## src/rtl/multicycle_control_fsm.sv

```systemverilog
// Multicycle instruction sequencer: FETCH/DECODE/EXEC/MEM/WB with I/O handshake stall,
// configurable data-memory wait and a retired-instruction counter. Outputs are registered.
module multicycle_control_fsm #(
  parameter int MEM_LAT     = 1,
  parameter int SYNC_STAGES = 2,
  parameter int CNT_W       = 32
) (
  input  logic             clk,
  input  logic             rst_n,
  input  logic [5:0]       opcode,
  input  logic [5:0]       funct,
  input  logic             io_ack,
  output logic             ir_write,
  output logic             pc_write,
  output logic             branch,
  output logic             jump,
  output logic             jump_r,
  output logic             reg_write,
  output logic             alu_src,
  output logic             mem_write,
  output logic             op_io,
  output logic [1:0]       reg_dst,
  output logic [1:0]       mem_to_reg,
  output logic [4:0]       alu_op,
  output logic             input_inst,
  output logic             output_inst,
  output logic             halted,
  output logic             illegal,
  output logic [CNT_W-1:0] retired,
  output logic [2:0]       state
);

  localparam logic [5:0] OP_R    = 6'h00;
  localparam logic [5:0] OP_LW   = 6'h0A;
  localparam logic [5:0] OP_SW   = 6'h0B;
  localparam logic [5:0] OP_J    = 6'h0F;
  localparam logic [5:0] OP_JAL  = 6'h10;
  localparam logic [5:0] OP_HALT = 6'h12;
  localparam logic [5:0] OP_IN   = 6'h13;
  localparam logic [5:0] OP_OUT  = 6'h14;
  localparam logic [5:0] OP_LAST = 6'h1A;
  localparam logic [5:0] FN_JR   = 6'h0C;

  typedef enum logic [2:0] {
    S_FETCH = 3'd0, S_DECODE = 3'd1, S_EXEC = 3'd2, S_MEM = 3'd3,
    S_WB = 3'd4, S_IO_WAIT = 3'd5, S_HALT = 3'd6
  } state_t;

  typedef struct packed {
    logic       ir_write;
    logic       pc_write;
    logic       branch;
    logic       jump;
    logic       jump_r;
    logic       reg_write;
    logic       alu_src;
    logic       mem_write;
    logic       op_io;
    logic [1:0] reg_dst;
    logic [1:0] mem_to_reg;
    logic [4:0] alu_op;
    logic       input_inst;
    logic       output_inst;
  } ctrl_t;

  function automatic logic is_branch(input logic [5:0] op);
    return (op >= 6'h05) && (op <= 6'h09);
  endfunction

  function automatic logic uses_imm(input logic [5:0] op);
    return ((op >= 6'h01) && (op <= 6'h04)) || ((op >= 6'h0A) && (op <= 6'h0E)) ||
           ((op >= 6'h15) && (op <= 6'h1A));
  endfunction

  function automatic logic goes_mem(input logic [5:0] op);
    return (op == OP_LW) || (op == OP_SW);
  endfunction

  function automatic logic goes_wb(input logic [5:0] op, input logic [5:0] fn);
    return ((op == OP_R) && (fn != FN_JR)) || (uses_imm(op) && !goes_mem(op)) || (op == OP_JAL);
  endfunction

  function automatic logic [4:0] alu_r(input logic [5:0] fn);
    case (fn)
      6'h02: return 5'h01;  6'h03: return 5'h03;  6'h04: return 5'h02;
      6'h05: return 5'h04;  6'h06: return 5'h05;  6'h07: return 5'h06;
      6'h08: return 5'h07;  6'h09: return 5'h08;  6'h0A: return 5'h09;
      6'h0B: return 5'h0F;  6'h0D: return 5'h11;  6'h0E: return 5'h12;
      6'h0F: return 5'h13;  6'h10: return 5'h14;  6'h11: return 5'h15;
      default: return 5'h00;
    endcase
  endfunction

  function automatic logic [4:0] alu_i(input logic [5:0] op);
    case (op)
      6'h02: return 5'h03;  6'h03: return 5'h02;  6'h04: return 5'h04;
      6'h0C: return 5'h05;  6'h0D: return 5'h07;  6'h0E: return 5'h0F;
      6'h15: return 5'h10;  6'h16: return 5'h11;  6'h17: return 5'h12;
      6'h18: return 5'h13;  6'h19: return 5'h14;  6'h1A: return 5'h15;
      6'h05: return 5'h0A;  6'h06: return 5'h0B;  6'h07: return 5'h0C;
      6'h08: return 5'h0D;  6'h09: return 5'h0E;
      default: return 5'h00;
    endcase
  endfunction

  // Control word for a given state; mem_last/io_rise say whether that cycle ends the instruction.
  function automatic ctrl_t decode(input state_t s, input logic [5:0] op, input logic [5:0] fn,
                                   input logic mem_last, input logic io_rise);
    ctrl_t c;
    c = '0;
    if (s == S_EXEC || s == S_MEM || s == S_WB) begin
      c.alu_src = uses_imm(op);
      c.alu_op  = (op == OP_R) ? alu_r(fn) : alu_i(op);
    end
    case (s)
      S_FETCH: c.ir_write = 1'b1;
      S_EXEC: begin
        c.branch = is_branch(op);
        if (!goes_mem(op) && !goes_wb(op, fn)) begin
          c.pc_write = 1'b1;
          c.jump     = (op == OP_J);
          c.jump_r   = (op == OP_R) && (fn == FN_JR);
        end
      end
      S_MEM: begin
        c.mem_write = (op == OP_SW);
        c.pc_write  = (op == OP_SW) && mem_last;
      end
      S_WB: begin
        c.pc_write  = 1'b1;
        c.reg_write = 1'b1;
        if (op == OP_JAL) begin
          c.jump = 1'b1; c.reg_dst = 2'b10; c.mem_to_reg = 2'b01;
        end else if (op == OP_IN) begin
          c.input_inst = 1'b1; c.reg_dst = 2'b01; c.mem_to_reg = 2'b11;
        end else if (op == OP_LW) begin
          c.reg_dst = 2'b00; c.mem_to_reg = 2'b00;
        end else begin
          c.reg_dst = (op == OP_R) ? 2'b11 : 2'b00; c.mem_to_reg = 2'b10;
        end
      end
      S_IO_WAIT: begin
        if (op == OP_IN) begin
          c.input_inst = 1'b1;
        end else begin
          c.output_inst = 1'b1; c.op_io = 1'b1; c.pc_write = io_rise;
        end
      end
      default: c = '0;
    endcase
    return c;
  endfunction

  state_t                 state_q, state_d;
  logic [5:0]             op_q, op_d, funct_q, funct_d;
  logic [3:0]             memcnt_q, memcnt_d;
  logic [SYNC_STAGES-1:0] sync_q;
  logic                   prev_q;
  logic                   halted_q, illegal_q;
  logic [CNT_W-1:0]       retired_q;
  ctrl_t                  ctrl_q, ctrl_d;
  logic                   rise_now, rise_next;

  // rise_next predicts next cycle's edge detect so a registered pc_write lands on the exit cycle.
  assign rise_now  = sync_q[SYNC_STAGES-1] & ~prev_q;
  assign rise_next = sync_q[SYNC_STAGES-2] & ~sync_q[SYNC_STAGES-1];

  always_comb begin
    state_d  = state_q;
    op_d     = op_q;
    funct_d  = funct_q;
    memcnt_d = memcnt_q;
    case (state_q)
      S_FETCH: state_d = S_DECODE;
      S_DECODE: begin
        op_d    = opcode;
        funct_d = funct;
        if (opcode == OP_HALT)                         state_d = S_HALT;
        else if (opcode == OP_IN || opcode == OP_OUT)  state_d = S_IO_WAIT;
        else                                           state_d = S_EXEC;
      end
      S_EXEC: begin
        if (goes_mem(op_q)) begin
          state_d  = S_MEM;
          memcnt_d = 4'(MEM_LAT - 1);
        end else if (goes_wb(op_q, funct_q)) begin
          state_d = S_WB;
        end else begin
          state_d = S_FETCH;
        end
      end
      S_MEM: begin
        if (memcnt_q == 4'd0) state_d = (op_q == OP_LW) ? S_WB : S_FETCH;
        else                  memcnt_d = memcnt_q - 4'd1;
      end
      S_WB:      state_d = S_FETCH;
      S_IO_WAIT: if (rise_now) state_d = (op_q == OP_IN) ? S_WB : S_FETCH;
      S_HALT:    state_d = S_HALT;
      default:   state_d = S_FETCH;
    endcase
    ctrl_d = decode(state_d, op_d, funct_d, memcnt_d == 4'd0, rise_next);
  end

  always_ff @(posedge clk or negedge rst_n) begin
    if (!rst_n) begin
      state_q   <= S_FETCH;
      op_q      <= '0;
      funct_q   <= '0;
      memcnt_q  <= '0;
      sync_q    <= '0;
      prev_q    <= 1'b0;
      halted_q  <= 1'b0;
      illegal_q <= 1'b0;
      retired_q <= '0;
      ctrl_q    <= '0;
    end else begin
      state_q   <= state_d;
      op_q      <= op_d;
      funct_q   <= funct_d;
      memcnt_q  <= memcnt_d;
      sync_q    <= {sync_q[SYNC_STAGES-2:0], io_ack};
      prev_q    <= sync_q[SYNC_STAGES-1];
      halted_q  <= halted_q | (state_d == S_HALT);
      illegal_q <= illegal_q | ((state_q == S_DECODE) && (opcode > OP_LAST));
      retired_q <= retired_q + CNT_W'(ctrl_d.pc_write);
      ctrl_q    <= ctrl_d;
    end
  end

  assign ir_write    = ctrl_q.ir_write;
  assign pc_write    = ctrl_q.pc_write;
  assign branch      = ctrl_q.branch;
  assign jump        = ctrl_q.jump;
  assign jump_r      = ctrl_q.jump_r;
  assign reg_write   = ctrl_q.reg_write;
  assign alu_src     = ctrl_q.alu_src;
  assign mem_write   = ctrl_q.mem_write;
  assign op_io       = ctrl_q.op_io;
  assign reg_dst     = ctrl_q.reg_dst;
  assign mem_to_reg  = ctrl_q.mem_to_reg;
  assign alu_op      = ctrl_q.alu_op;
  assign input_inst  = ctrl_q.input_inst;
  assign output_inst = ctrl_q.output_inst;
  assign halted      = halted_q;
  assign illegal     = illegal_q;
  assign retired     = retired_q;
  assign state       = state_q;

endmodule
```

## config.mk

```make
export PLATFORM = sky130hd
export DESIGN_NAME = multicycle_control_fsm
export DESIGN_NICKNAME = d
export VERILOG_FILES = /design/src/rtl/multicycle_control_fsm.sv
export SDC_FILE = /design/constraint.sdc
export NUM_CORES = 1
export LEC_CHECK = 0
export CAP_MARGIN = 30
export CORE_ASPECT_RATIO = 1.75
export CORE_UTILIZATION = 48
export DETAILED_ROUTE_END_ITERATION = 10
export GPL_TIMING_DRIVEN = 1
export PLACE_DENSITY = 0.88
export SLEW_MARGIN = 10
export SYNTH_ARGS = -nofsm -noshare
export SYNTH_HDL_FRONTEND = slang
export SYNTH_SLANG_ARGS = --single-unit
```

## constraint.sdc

```tcl
create_clock -name clk -period 4.4 [get_ports clk]
set_clock_uncertainty 0.2 [all_clocks]
set_input_delay 0.88 -clock clk [delete_from_list [all_inputs] [get_ports clk]]
set_output_delay 0.88 -clock clk [all_outputs]
set_load 0.02 [all_outputs]
```

==> results.md, run 1 <==
- Number of synthesized flops with an enable pin: 0
- Synth warn: 0
- Clock sink count: between 70 and 80
- Final WL: 10300 um
- First-pass GRT wire length: ~17000 um
- Gr ovfl total: 0
- Final hold slack: about 0.21 ns
- Root Driver: clkbuf_16
- Vias in the first global route: approximately 3.5k
- Post-DP HPWL: slightly below 8000 um
- Top-area cell type share of the netlist area: between 40% and 50%
- Tmin final: around 4.2 ns
- Syn Inst Count: about 390
- Final setup fails: 0
- DR pass1 iterations: 8
- Area contributors post-synth: dfrtp_1 47%, xnor2_1 6.1%, ha_1 4.1%
- Crit path kind: register to register
- CP arrival: 4.17 ns
- Final nets: 520
- Worst-path cell chain: nor3b_4 -> buf_4 -> mux2i_1 -> ha_1 -> nand3b_1 -> nand3_1 -> nand4_1 -> nand3b_1 -> ha_1 -> ha_1 -> nand3_1 -> nor4_1 -> buf_4 -> nand2_1 -> xnor2_1
- Crit-path max FO: 21
- H-tree Lvls: 3
- Pwr dens: ~630 nW/um2
- Largest net degree at the start of global routing: 41
- Failing checks: DRC
- Commonest cells in the synthesized netlist: 75 x dfrtp_1, 42 x nand2_1, 28 x xnor2_1
- GPL Wtd Cong: roughly 1
- Crit path largest cell delay: 0.51 ns
- MaxCap Viol Count: 0
- Worst slew pin tran: 0.665 ns
- Post-route ant nets: 0
- Relative slew slack: roughly 54%
- Setup Buffers After CTS: 0
- Inserted Clock Buffers: 9
- Port Buffers: a little over 70
- Asr flop ratio synth: 100%
- Count of final hold-check violations: 0
- CTS max path bufs: 2
- GRT Max-Usage Layer: met2
- Met3 GRT Util: approximately 6%
- DRT iter0 DRCs: 264
- Clock latency on the worst-skew pair: between 0.3 and 0.4 ns
- Met2 Use GR: between 40 and 50%
- Initial antenna violation count: 0
- Area growth syn-to-layout: 32.9%
- Max-slew violations: 0
- Worst-path clk slew: 0.06 ns
- Vias per cell: roughly 6
- Chip Width: slightly above 70 um
- Resized cells post-CTS: 0
- Worst path slowest cell: mux2i_1
- GRT Total Usage: around a quarter
- Cts hold-fix bufs: 0
- Met1 Usage GRT: between 20% and 30%
- Post-synthesis sequential area ratio: between 40 and 50%
- Startpoint Class: register
- Critical Path RT: about 4.4 ns
- Sum Neg Setup Slack: 0 ns
- Status: finished with violations
- RSZ-0062 raised after global routing: no
- Yosys reg bits: 75
- Cell Area, Synth: approximately 4000 um2
- DRC Markers: 10
- P_leak: roughly 2.4 nW
- Top-count cell post-synth: dfrtp_1
- Yosys cell types: 66
- Post-Syn Area per Cell: ~10 um2
- Post-synth top area cell: dfrtp_1
- Starting Density: roughly half
- CTS tree: done
- Max FFs per register: 32
- Fin crit share: 94.3%
- Die Ht: around 120 um
- Syn Nets: 416
- Dominant synthesized flop cell: dfrtp_1
- FMAX: 241 MHz
- Critical Path End Type: register
- Peak supply drop: approximately 0.47 mV
- Site row count: 43
- Share of cells above drive strength 1: between 10 and 15%
- Min-delay worst type: register to register
- Routed len/inst: approximately 17 um
- CP dominant cell by count: ha_1
- Pwr Total: 3.37 mW
- Core area: around 8000 um2
- IO Count: 72
- Routed via count: 3489
- Die ar.: 8710 um2
- Antenna diode count: 0
[kinds of logic after synthesis]
group                    synth area share [%]
AND/OR/NAND/NOR                          22.7
flip-flops                               47.0
AO/OA/AOI/OAI                            12.0
XOR/XNOR                                 7.67
buffers and inverters                    2.97
multiplexers                             3.60
adder cells (fa/ha/maj)                  4.07
[path summary, 6_finish.rpt]
| check | startpoint | to | slack (ns) | cells past startpoint |
|---|---|---|---|---|
| worst min register to register | sync_q[0]$_DFF_PN0_ | sync_q[1]$_DFF_PN0_ | 0.21 | 0 |
| worst max-delay path | state[2]$_DFF_PN0_ | retired[26]$_DFF_PN0_ | 0.25 | 15 |
| worst min-delay path | sync_q[0]$_DFF_PN0_ | sync_q[1]$_DFF_PN0_ | 0.21 | 0 |
| min in group asynchronous | rst_n | op_q[4]$_DFF_PN0_ | 0.28 | 1 |
| max in group asynchronous | rst_n | retired[24]$_DFF_PN0_ | 2.99 | 3 |
| worst max register to register | state[2]$_DFF_PN0_ | retired[26]$_DFF_PN0_ | 0.25 | 15 |
[report_power, final]
group	total, mW	internal [mW]	switching (mW)
clock network	0.752	0.448	0.304
logic	1.62	0.684	0.936
registers	0.997	0.831	0.166
[cell usage in the layout, fill, tap and decap left out, types with 3 or more instances in the layout]
master and instances:
dfrtp_1 75, clkdlybuf4s50_1 70, nand2_1 42, buf_4 29, xnor2_1 28, nand3_1 23, nor2_1 16, a21oi_1 15
inv_1 13, o21ai_0 13, ha_1 13, and3_1 12, mux2i_1 10, nand2b_1 9, clkbuf_16 9, xor2_1 7
nand3b_1 7, nand4_1 6, o211ai_1 5, a31oi_1 5, nor4b_1 5, nor4_1 5, nor3_1 4, nor2b_1 4
a21o_1 3, nor3b_1 3, mux2_2 3, o21ai_1 3, o21bai_1 3, inv_6 3
[routing by layer]
metal	routed length (um)	vias up
met2	5660	142
li1	-	1600
met3	539	38
met1	3660	1709
met5	0	-
met4	400	0
[critical path: cells and delay by family (launching register included)]
| kind | cells | cell delay, ns |
|---|---|---|
| xor+xnor | 1 | 0.13 |
| fa+ha+maj | 3 | 0.72 |
| buf+inv | 2 | 0.52 |
| flops | 1 | 0.47 |
| mux | 1 | 0.51 |
| simple gates | 8 | 1.46 |
[through the flow]
stage	setup WS [ns]	util (%)	cells	area, um2
finish	0.249	66.3	587	5310
global route	0.00394	66.3	587	5310
CTS	0.284	65.9	586	5280
detailed placement	-0.0316	62.1	570	4980
global placement	0.107	62.1	570	4980
floorplan	0.0840	-	388	4000
[final cells by class]
| type | instances | area [um2] |
|---|---|---|
| clock buffer | 9 | 225 |
| clock inverter | 7 | 80.1 |
| fill | 578 | 2700 |
| inverter | 16 | 62.6 |
| multi-input combinational | 289 | 2000 |
| sequential | 75 | 1880 |
| tap | 90 | 113 |
| timing repair buffer | 101 | 951 |
No activity file was read; power rests on OpenSTA's default activity.
==> inputs of run 2 (changes only) <==
- MAX_ROUTING_LAYER: not set -> met4
==> results.md, run 2 (synthesis results as in run 1) <==
- FF-to-FF End: retired[28]$_DFF_PN0_
- Site row count: 43
- Pwr dens: about 640 nW/um2
- CP Depth: 17
- # fillers: between 600 and 700
- Vias in the first global route: 3641
- Die ar.: 8710 um2
- Peak supply drop: 0.536 mV
- IO Count: between 70 and 80
- Final nets: 520
- Setup Buffers After CTS: 0
- Largest net degree at the start of global routing: between 70 and 80
- Final worst slack: a little under 0.2 ns
- Flop pwr share: 29.3%
- Chip Width: just over 70 um
- Critical Path RT: roughly 4.5 ns
- H-tree Lvls: 3
- Net Sw Frac: between 40% and 50%
- Crit path largest cell delay: approximately 0.44 ns
- DRC Markers: 10
- CP arrival: roughly 4.3 ns
- Pre-CTS WS: -0.124 ns
- Critical Path End: retired[28]$_DFF_PN0_
- Gr ovfl total: 0
- Min-delay worst type: register to register
- Worst Setup SP: opcode[0]
- Final setup fails: 0
- Status: finished with violations
- Root Driver: clkbuf_16
- Core area: approximately 8000 um2
- Share of cells above drive strength 1: between 10% and 20%
- CTS tree: done
- Top delay family on crit path: simple AND/OR/NAND/NOR gates
- Max-slew violations: 0
- Vias per cell: 6.01
- FMAX: 238 MHz
- DRT iter0 DRCs: 240
- Reg2reg start: state[1]$_DFF_PN0_
- GPL Wtd Cong: approximately 0.94
- Worst path slowest cell: clkdlybuf4s50_1
- Hold_sp: sync_q[0]$_DFF_PN0_
- Die Ht: roughly 120 um
- Register Area: between 1500 and 2000 um2
- Inserted Clock Buffers: 9
- Multi-input logic area: between 2000 and 2500 um2
- Max FFs per register: 32
- MaxCap Viol Count: 0
- Worst-path clk slew: ~0.060 ns
- Starting Density: approximately 50%
- Clock latency on the worst-skew pair: 0.34 ns
- Port Buffers: just over 70
- GRT Total Usage: about a quarter
- FF-to-FF path depth: 15
- RSZ-0062 raised after global routing: no
- Cts hold-fix bufs: 0
- CTS max path bufs: 2
- Tmin final: 4.20 ns
- Sum Neg Setup Slack: 0 ns
- Post-route ant nets: 0
- Pwr Total: 3.39 mW
- First-pass GRT wire length: approximately 17000 um
- Routed len/inst: around 18 um
- P_leak: 2.35 nW
- DR pass1 iterations: 10
- Final WL: slightly above 10000 um
- Post-DP HPWL: about 7700 um
- Clock sink count: 75
- Most frequent cells in the layout: 75 x dfrtp_1, 70 x clkdlybuf4s50_1, 42 x nand2_1, 29 x buf_4, 28 x xnor2_1
- Routed via count: ~3.5k
- Startpoint Class: input pin
- Fin crit share: between 90% and 100%
- R2R setup slack: between 0.3 and 0.4 ns
- Worst-path cell chain: clkdlybuf4s50_1 -> buf_4 -> and3b_1 -> o211ai_1 -> a31oi_1 -> or2_4 -> or3_4 -> inv_4 -> a21o_1 -> nand3b_1 -> ha_1 -> ha_1 -> nand3_1 -> nor4_1 -> buf_4 -> nand2_1 -> xnor2_1
- Most common cell after layout, fill and taps aside: dfrtp_1
- Antenna diode count: 0
- Gate power share: 48.1%
- Initial antenna violation count: 0
- P_int: ~2.0 mW
- Count of final hold-check violations: 0
- Switching pwr: between 1 and 1.5 mW
- Worst slew pin tran: just under 0.7 ns
- WP buf/inv: 4
- Critical Path End Type: register
- Failing checks: DRC
- Crit-path max FO: 4
- Final hold slack: around 0.21 ns
- Relative slew slack: a little over half
- Resized cells post-CTS: 0
- Area growth syn-to-layout: 32.9%
- Crit path kind: input pin to register
- Clock power share: a little under a quarter
-- run 2: changes by cell type in the layout (fill, tap and decap cells not counted), sizes merged --
| cell | change |
|---|---|
| clkinv | -1 |
| clkinvlp | +1 |
-- run 2: per-stage QoR --
stage	cell area (um2)	util (%)	std cells
global route	5310	66.3	587
global placement	4980	62.1	570
floorplan	4000	-	388
detailed placement	4980	62.1	570
CTS	5280	65.9	586
finish	5310	66.3	587
-- run 2: worst min path at each step --
stage	depth (start not counted)	end	slack (ns)
3_5_place_dp	0	sync_q[1]$_DFF_PN0_	0.17
3_3_place_gp	0	sync_q[1]$_DFF_PN0_	0.17
6_report	0	sync_q[1]$_DFF_PN0_	0.21
4_1_cts	0	sync_q[1]$_DFF_PN0_	0.20
2_1_floorplan	0	sync_q[1]$_DFF_PN0_	0.15
5_1_grt	0	sync_q[1]$_DFF_PN0_	0.21
-- run 2: routing by layer --
metal	share of wire, %	track usage (%)
met5	0	-
met4	6.3	17.9
met3	5.2	6.32
met2	53	47.2
met1	35	24.3
-- run 2: power by group through the flow --
stage | sequential [mW] | combinational, mW | clock (mW)
6_report | 0.993 | 1.63 | 0.765
2_1_floorplan | 1.05 | 0.950 | 0
3_5_place_dp | 0.996 | 1.59 | 0
4_1_cts | 0.987 | 1.61 | 0.776
5_1_grt | 1.01 | 1.77 | 0.806
3_3_place_gp | 0.988 | 1.54 | 0
-- run 2: area by class of cell --
cell class	instances	area share, %
Clock inverter	7	1.55
Sequential cell	75	35.3
Clock buffer	9	4.24
Tap cell	90	2.12
Inverter	16	1.18
Timing Repair Buffer	101	17.9
Multi-Input combinational cell	289	37.7
==> inputs of run 3 (changes only) <==
- CTS_BUF_LIST: not set -> sky130_fd_sc_hd__clkbuf_4 sky130_fd_sc_hd__clkbuf_8 sky130_fd_sc_hd__clkbuf_16
- MAX_ROUTING_LAYER: met4 -> not set
==> results of run 3 <==
Final layout, timing and power as in run 1 (identical DEF).
